## config.mk

```make
export PLATFORM = sky130hd
export DESIGN_NAME = decoder_scan
export DESIGN_NICKNAME = d
export VERILOG_FILES = /design/src/rtl/decoder_scan.sv
export SDC_FILE = /design/constraint.sdc
export NUM_CORES = 1
export LEC_CHECK = 0
export ABC_CLOCK_PERIOD_IN_PS = 4200
export BUFFER_PORTS_ARGS = -buffer_cell sky130_fd_sc_hd__buf_4
export CORE_AREA = 2 2 39 41
export CTS_BUF_LIST = sky130_fd_sc_hd__clkbuf_16
export DETAILED_ROUTE_END_ITERATION = 8
export DIE_AREA = 0 0 41 43
export PLACE_DENSITY_LB_ADDON = 0.25
export SETUP_SLACK_MARGIN = 0.2
export SYNTH_ARGS = -nofsm -noshare
export SYNTH_HDL_FRONTEND = slang
export SYNTH_SLANG_ARGS = --single-unit
```

## constraint.sdc

```tcl
create_clock -name clk -period 4.2 [get_ports clk]
set_input_delay 0.63 -clock clk [delete_from_list [all_inputs] [get_ports clk]]
set_output_delay 0.63 -clock clk [all_outputs]
set_load 0.02 [all_outputs]
```

## src/rtl/decoder_scan.sv

```systemverilog
// N-to-2^N decoder with registered one-hot outputs, selectable polarity,
// output enable and an auto-scan mode stepping the index every DIV cycles.
module decoder_scan #(
  parameter int N          = 2,
  parameter int ACTIVE_LOW = 1,
  parameter int DIV        = 4
) (
  input  logic              clk,
  input  logic              rst,
  input  logic              en,
  input  logic              mode,
  input  logic              hold,
  input  logic [N-1:0]      sel,
  output logic [2**N-1:0]   d,
  output logic [N-1:0]      cur_idx,
  output logic              wrap
);

  localparam int M  = 2**N;
  localparam int PW = (DIV > 1) ? $clog2(DIV) : 1;

  logic [PW-1:0] presc;
  logic          prev_mode;

  logic [PW-1:0] nxt_presc;
  logic [N-1:0]  nxt_idx;
  logic          nxt_wrap;
  logic [M-1:0]  one_hot;
  logic [M-1:0]  nxt_d;

  always_comb begin
    nxt_presc = presc;
    nxt_idx   = cur_idx;
    nxt_wrap  = 1'b0;
    if (!mode || !prev_mode) begin
      // direct mode and scan entry both load sel and restart the prescaler
      nxt_idx   = sel;
      nxt_presc = '0;
    end else if (!hold) begin
      if (presc == PW'(DIV - 1)) begin
        nxt_presc = '0;
        nxt_idx   = cur_idx + N'(1);
        nxt_wrap  = &cur_idx;
      end else begin
        nxt_presc = presc + PW'(1);
      end
    end
  end

  always_comb begin
    one_hot          = '0;
    one_hot[nxt_idx] = en;
    nxt_d            = (ACTIVE_LOW != 0) ? ~one_hot : one_hot;
  end

  always_ff @(posedge clk) begin
    if (rst) begin
      presc     <= '0;
      prev_mode <= 1'b0;
      cur_idx   <= '0;
      wrap      <= 1'b0;
      d         <= (ACTIVE_LOW != 0) ? '1 : '0;
    end else begin
      presc     <= nxt_presc;
      prev_mode <= mode;
      cur_idx   <= nxt_idx;
      wrap      <= nxt_wrap;
      d         <= nxt_d;
    end
  end

endmodule

```

---- After elaboration in Yosys (flattened, before gate mapping) ----
Cells that the tools add are included.
word-level totals
  register bits after elaboration ......... 10
  input port bits ......................... 7
  output and inout bits ................... 7
  word-level logic and storage cells ...... 26
operators by class
  add/subtract/negate cells ............... 2
  $lt $le $gt $ge ......................... 2
  equality and inequality tests ........... 1
  mux-type cells .......................... 6
  bitwise operators ....................... 3
  reductions and logical operators ........ 7
operator list
  kind                 count
  $mux 2               4
  $add 2x1->2 const B  2
  $and 4x4->4          1
  $not 4->4            1
  $reduce_or 4->1      1
  $lt 2x3->1 const B   1
  $demux 1 s2          1
  $eq 2x2->1 const B   1
  $ge 2x1->1 const B   1
  $logic_not 1->1      2
  $reduce_and 2->1     1
  $reduce_or 2->1      1
  $logic_and 1x1->1    1
  $logic_or 1x1->1     1
  $mux 1               1
  $not 1->1            1

---- Longest topological paths before layout ----
Gate-level depths: netlist of run 1.
  depth after elaboration ................. 10
  depth in mapped cells ................... 5
  depth with buffers taken out ............ 5

---- Worst setup path before layout of run 1 ----
Ideal clock, no wire load.
  path type ............................... input-to-reg
  start ................................... input port hold
  end ..................................... register d[3]
  setup time .............................. 0.127 ns
  arrival time ............................ 1.349 ns
  data required time ...................... 4.073 ns
  path slack .............................. 2.724 ns
  stages .................................. 4
  buffers on the path ..................... 0
  path through ............................ nand2b_1 xnor2_1 mux2i_1 or3b_1
on the way
  longest elaborated chain between the ends .. 8
  elaborated cells on any way between the ends .. 9
  those cells by class .................... 2 x order compare; 4 x mux; 2 x bitwise; 1 x reduce/logical
ends and longest elaborated chain
  what                                                            line  source
  start, declared                                                 12    input logic hold,
  $mux 2 (*)                                                      39    end else if (!hold) begin
  $mux 2 (*)                                                      35    if (!mode || !prev_mode) begin
  $lt 2x3->1 (not written as such) or $ge 2x1->1 (tied branches)  52    one_hot[nxt_idx] = en;
  $logic_and 1x1->1 (not written as such)                         52
  $mux 1 (not written as such)                                    52
  $demux 1 s2 (*)                                                 52
  $and 4x4->4 (no line) (*)                                       n/a
  $not 4->4 (*)                                                   53    nxt_d = (ACTIVE_LOW != 0) ? ~one_hot : one_hot;
  end signal, assigned                                            62    d <= (ACTIVE_LOW != 0) ? '1 : '0;
  end signal, assigned                                            68    d <= nxt_d;
  end, declared                                                   14    output logic [2**N-1:0] d,
Every way passes the cells marked *; elsewhere a longest branch is shown, timed or not.
A chain may end at the register's enable or synchronous reset.

---- Worst setup path in the final report of run 1 ----
  start ................................... register presc[0]
  end ..................................... register d[3]
on the way
  longest elaborated chain between the ends .. 10
  elaborated cells on any way between the ends .. 11
  those cells by class .................... 2 x order compare; 1 x eq/ne; 5 x mux; 2 x bitwise; 1 x reduce/logical
ends and longest elaborated chain
  what                                                            line  source
  start, declared                                                 22    logic [PW-1:0] presc;
  start signal, assigned                                          64    presc <= nxt_presc;
  $eq 2x2->1 (*)                                                  40    if (presc == PW'(DIV - 1)) begin
  $mux 2 (*)                                                      40
  $mux 2 (*)                                                      39
  $mux 2 (*)                                                      35
  $lt 2x3->1 (not written as such) or $ge 2x1->1 (tied branches)  52
  $logic_and 1x1->1 (not written as such)                         52
  $mux 1 (not written as such)                                    52
  $demux 1 s2 (*)                                                 52
  $and 4x4->4 (no line) (*)                                       n/a
  $not 4->4 (*)                                                   53
Marks and branches as above.

==> impl_metrics.json, run 1 <==
{
  "status": "complete, no violations",
  "cts_buffers": 3,
  "place_hpwl_um": 541.2,
  "dieArea_um2": 1763,
  "period_needed_ns": 1.478,
  "antenna_found_initial": 0,
  "fin_crit_sh_pct": 35.18,
  "synth.area.mux_share_pct": 14.24,
  "drc_errors": 0,
  "via_per_inst": 4.463,
  "grt-busiest-layer": "met2",
  "wire_per_inst_um": 10.76,
  "ctsRootBufferMaster": "clkbuf_16",
  "synth_warnings": 0,
  "tns_ns": 0,
  "routed_wl_um": 721,
  "critPathTopFamily": "simple AND/OR/NAND/NOR gates",
  "dr_total_vias": 299,
  "grt_max_degree": 7,
  "multi_input_area_um2": 203.9,
  "drt_iter0_drc": 1,
  "numPortBuffers": 13,
  "syn2layout_area_growth_pct": 48.61,
  "critical_path.max_fanout": 5,
  "max_stage_delay_ns": 0.37,
  "finClkSkew_ns": 0.001556,
  "overflow": 0,
  "timing.critical_path.to_type": "flip-flop",
  "start_kind": "flip-flop",
  "grtUsageMet3_pct": 6.283,
  "max-vdd-ir-drop_v": 0.0003337,
  "ant_nets": 0,
  "grt_pass1_wl_um": 1242,
  "gp_congestion": 0.6297,
  "synth_seq_cells": 10,
  "finalHoldViolations": 0,
  "power_density_nw_per_um2": 484.5,
  "grt_pass1_vias": 286,
  "grt_util_met1_pct": 13.11,
  "clockBufferDepth": 2,
  "cts_tree": "yes",
  "max-cap-violations": 0,
  "rsz0062_at_grt": "no",
  "synth-seq-area-share_pct": 49.54,
  "initial_core_util_pct": 29.20,
  "p_leak_nw": 0.2679,
  "worstSkewPairLatency_ns": 0.23,
  "cts_setup_buffers": 0,
  "final-setup-viol-count": 0,
  "ff_latch_area_um2": 200.2,
  "core-area_um2": 1384,
  "cp.arrival_ns": 1.59,
  "ctsHoldBuffers": 0,
  "synthXorXnorAreaFrac_pct": 2.167,
  "synthSimpleGateAreaFrac_pct": 23.53,
  "holdWs_ns": 0.5265,
  "synth_compound_area_share_pct": 1.238,
  "grt_use_total_pct": 10.91,
  "netlist_top_cells_area": "dfxtp_1, ha_1, mux2i_4, mux2i_1, nor3_1",
  "fin_nets": 62,
  "cts.sinks": 10,
  "synth.largest_area_cell": "dfxtp_1",
  "synth_adder_area_share_pct": 9.288,
  "antennaDiodeCount": 0,
  "path_buf_inv": 0,
  "cts_resized": 0,
  "clkTransAtPathRegs_ns": 0.04,
  "avgSynthCellArea_um2": 11.89,
  "synthesis.nets": 44,
  "syn_inst": 34,
  "fmax_ghz": 0.6767,
  "path_cells": "ha_1, nor2b_2, mux2_4, mux2i_4, or3b_1",
  "slew_headroom_pct": 73.89,
  "hold_class": "flip-flop to flip-flop",
  "slew_viol_final": 0,
  "grt_util_met2_pct": 16.56,
  "slowest_stage": "or3b_1",
  "ys_types": 17,
  "nFillCells": 143,
  "required_ns": 4.31,
  "critPathKind": "flip-flop to flip-flop",
  "h-tree-depth": 1,
  "synth_area_um2": 404.1,
  "drtPass1Iterations": 2,
  "drive_above_1_share_pct": 41.18,
  "worst_pin_slew_ns": 0.3808,
  "die_x_um": 41,
  "ios": 14,
  "synth_top_area_share_pct": 49.54,
  "die_h_um": 43,
  "placementRows": 14,
  "p_total_w": 0.0002910,
  "synth_top_family_by_area": "simple AND/OR/NAND/NOR gates"
}
[metal layers]
layer	share of wire [%]	routed length (um)
met1	44	316
met2	50	364
met3	5.5	40
met4	0	0
met5	0	0
[state kept, by name, summed over array words and instances (netlist names)]
| signal | flops |
|---|---|
| prev_mode | 1 |
| wrap | 1 |
| d | 4 |
| cur_idx | 2 |
| presc | 2 |
[synth_stat cells, drive strengths merged]
| master | count |
|---|---|
| mux2 | 1 |
| nor2 | 2 |
| or3b | 1 |
| and4 | 1 |
| nand3 | 1 |
| nor2b | 3 |
| a21oi | 1 |
| dfxtp | 10 |
| mux2i | 3 |
| xnor2 | 1 |
| nand2 | 1 |
| nor3 | 3 |
| nand2b | 1 |
| ha | 3 |
| nand3b | 2 |
[cells by family (layout without fill, tap and decap cells)]
family          count (synthesis)  in the layout
mux                             4              4
xor+xnor                        1              1
buf+inv                         0             17
compound gates                  1              1
simple gates                   15             15
flops                          10             10
fa+ha+maj                       3              3
[where the power goes]
group | switching (W) | total (W) | leakage, nW | internal, W
Combinational | 0.0000111 | 0.0000233 | 0.147 | 0.0000122
Sequential | 0.00000195 | 0.000100 | 0.0819 | 0.0000985
Clock | 0.0000426 | 0.000167 | 0.0385 | 0.000125
[area by class of cell]
type | instances | share of cell area (%)
multi-input combinational | 24 | 33.96
clock buffer | 3 | 12.50
timing repair buffer | 13 | 16.25
tap | 16 | 3.333
clock inverter | 1 | 0.6250
sequential | 10 | 33.33
[through the flow]
step / util (%) / setup WS [ns] / area (um^2) / std cells
3_3_place_gp: 37.70 / 2.486 / 521.8 / 63
3_5_place_dp: 37.70 / 2.496 / 521.8 / 63
5_1_grt: 43.40 / 2.611 / 600.6 / 67
4_1_cts: 43.40 / 2.697 / 600.6 / 67
6_report: 43.40 / 2.722 / 600.6 / 67
2_1_floorplan: - / 2.724 / 404.1 / 34
[final timing paths]
path | startpoint | endpoint | slack, ns | cells after the start
max | presc[0]$_SDFFE_PP0N_ | d[3]$_SDFF_PP1_ | 2.72 | 5
min | prev_mode$_SDFF_PP0_ | wrap$_SDFF_PP0_ | 0.53 | 1
max reg2reg | presc[0]$_SDFFE_PP0N_ | d[3]$_SDFF_PP1_ | 2.72 | 5
min reg2reg | prev_mode$_SDFF_PP0_ | wrap$_SDFF_PP0_ | 0.53 | 1
[cell usage in the layout (no fill, tap or decap), drive strengths merged]
master,count
dfxtp,10
nor2b,3
nand3b,2
buf,13
xnor2,1
mux2,1
nor3,3
nand2b,1
nand3,1
mux2i,3
nand2,1
nor2,2
a21oi,1
ha,3
clkbuf,3
clkinv,1
or3b,1
and4,1
(Power assumes the default switching activity.)
==> inputs of run 2 (changes only) <==
--- a/config.mk
+++ b/config.mk
@@ -5,7 +5,7 @@
 export SDC_FILE = /design/constraint.sdc
 export NUM_CORES = 1
 export LEC_CHECK = 0
-export ABC_CLOCK_PERIOD_IN_PS = 4200
+export ABC_CLOCK_PERIOD_IN_PS = 1400
 export BUFFER_PORTS_ARGS = -buffer_cell sky130_fd_sc_hd__buf_4
 export CORE_AREA = 2 2 39 41
 export CTS_BUF_LIST = sky130_fd_sc_hd__clkbuf_16
==> constraint.sdc (replaced) <==
create_clock -name clk -period 1.4 [get_ports clk]
set_input_delay 0.21 -clock clk [delete_from_list [all_inputs] [get_ports clk]]
set_output_delay 0.21 -clock clk [all_outputs]
set_load 0.02 [all_outputs]
==> impl_metrics.json, run 2 (same netlist as run 1, synthesis figures left out) <==
{
  "placementRows": 14,
  "slew_headroom_pct": 85.27,
  "reg.largest.list": "d: 4 flops, cur_idx: 2 flops, presc: 2 flops",
  "cts_buffers": 3,
  "overflow": 0,
  "wire_per_inst_um": 10.01,
  "rr_worst_depth": 5,
  "rsz0062_at_grt": "yes",
  "start_kind": "flip-flop",
  "antenna_found_initial": 0,
  "via_per_inst": 4.435,
  "antennaDiodeCount": 0,
  "max-vdd-ir-drop_v": 0.0006999,
  "finalWorstSetupSlack_ns": 0.008567,
  "period_needed_ns": 1.391,
  "syn2layout_area_growth_pct": 59.75,
  "top_register": "d",
  "min_path_cells": 2,
  "dr_total_vias": 306,
  "multi_input_area_um2": 224.0,
  "max-cap-violations": 0,
  "die_x_um": 41,
  "drc_errors": 0,
  "r2r_slack_ns": 0.009,
  "critical_path.max_fanout": 5,
  "worst_pin_slew_ns": 0.2205,
  "r2r_start": "presc[1]$_SDFFE_PP0N_",
  "routed_wl_um": 691,
  "layout.cells.non_filler": 69,
  "hold_class": "primary input to flip-flop",
  "drive_above_1_share_pct": 54.72,
  "die_h_um": 43,
  "initial_core_util_pct": 29.20,
  "core-area_um2": 1384,
  "cts.sinks": 10,
  "final_common_cell": "buf_4",
  "numPortBuffers": 13,
  "power_density_nw_per_um2": 1350,
  "tns_ns": 0,
  "ios": 14,
  "min_to": "cur_idx[0]$_SDFF_PP0_",
  "p_leak_nw": 0.2770,
  "fin_crit_sh_pct": 99.39,
  "slowest_stage": "or3b_1",
  "path_cells": "ha_4, nor2b_4, mux2_4, mux2i_4, or3b_1",
  "ctsRootBufferMaster": "clkbuf_16",
  "holdWs_ns": 0.1825,
  "gp_congestion": 0.6478,
  "finClkSkew_ns": 0.0008866,
  "r2r-end": "d[3]$_SDFF_PP1_",
  "grt_use_total_pct": 11.09,
  "critPathKind": "flip-flop to flip-flop",
  "fmax_ghz": 0.7187,
  "clkTransAtPathRegs_ns": 0.04,
  "finalHoldViolations": 0,
  "final-setup-viol-count": 0,
  "timing.critical_path.to_type": "flip-flop",
  "nFillCells": 119,
  "ctsHoldBuffers": 0,
  "hold_start": "rst",
  "h-tree-depth": 1,
  "place_ws_ns": 0.03648,
  "status": "complete, no violations",
  "ant_nets": 0,
  "fin_nets": 64,
  "place_hpwl_um": 505.8,
  "cp.arrival_ns": 1.50,
  "max_stage_delay_ns": 0.37,
  "grt_pass1_vias": 293,
  "final_cell_mix": "buf_4, dfxtp_1, nor3_1, clkbuf_16",
  "cts_tree": "yes",
  "required_ns": 1.51,
  "ff_latch_area_um2": 210.2,
  "dieArea_um2": 1763,
  "dp_cells": 64,
  "clockBufferDepth": 2,
  "grt_max_degree": 7,
  "worstSkewPairLatency_ns": 0.23,
  "slew_viol_final": 0,
  "drt_iter0_drc": 3,
  "largest_reg_flops": 4,
  "grt_pass1_wl_um": 1186,
  "drtPass1Iterations": 4
}
==> run 2: final cells by class <==
class,instances,area share (%)
clock buffers,3,11.63
clock inverters,1,0.5814
multi-input cells,24,34.69
flip-flops and latches,10,32.56
well taps,16,3.101
repair buffers,15,17.44
==> run 2: worst max path at each step <==
stage,from,end,slack (ns),cells after the start
6_report,presc[1]$_SDFFE_PP0N_,d[3]$_SDFF_PP1_,0.009,5
5_1_grt,presc[0]$_SDFFE_PP0N_,d[3]$_SDFF_PP1_,-0.03,5
4_1_cts,presc[0]$_SDFFE_PP0N_,d[3]$_SDFF_PP1_,0.03,5
3_5_place_dp,presc[1]$_SDFFE_PP0N_,d[0]$_SDFF_PP1_,0.04,5
3_3_place_gp,presc[1]$_SDFFE_PP0N_,d[1]$_SDFF_PP1_,0.03,5
2_1_floorplan,presc[0]$_SDFFE_PP0N_,d[3]$_SDFF_PP1_,0.09,5
==> run 2: what timing repair did <==
item                       CTS  global route
setup endpoints to repair    5             6
setup buffers                1             0
gates resized for setup      1             2
pin swaps                    1             2
==> run 2: routing by layer <==
metal	global-route usage [%]	wire [um]
met2	13.13	345
met5	0	0
met1	14.33	306
met4	12.00	9
met3	3.141	30
==> run 2: through the flow <==
step / power [W] / area, um^2 / util, %
floorplan: 0.0003432 / 426.7 / -
global placement: 0.0003804 / 551.8 / 39.87
detailed placement: 0.0003806 / 551.8 / 39.87
global route: 0.0009099 / 645.6 / 46.65
finish: 0.0008714 / 645.6 / 46.65
CTS: 0.0008869 / 640.6 / 46.29
==> run 2: critical path, delay by kind of cell (launching register included) <==
family,cells,cell delay [ns]
mux,2,0.27
flops,1,0.35
simple gates,2,0.49
fa+ha+maj,1,0.15
==> run 2: power by group <==
group	switching, W	internal (W)	total [W]	leakage (nW)
clock network	0.000125	0.000373	0.000498	0.0385
logic	0.0000347	0.0000402	0.0000749	0.154
registers	0.00000553	0.000293	0.000298	0.0840
total	0.000165	0.000707	0.000871	0.277
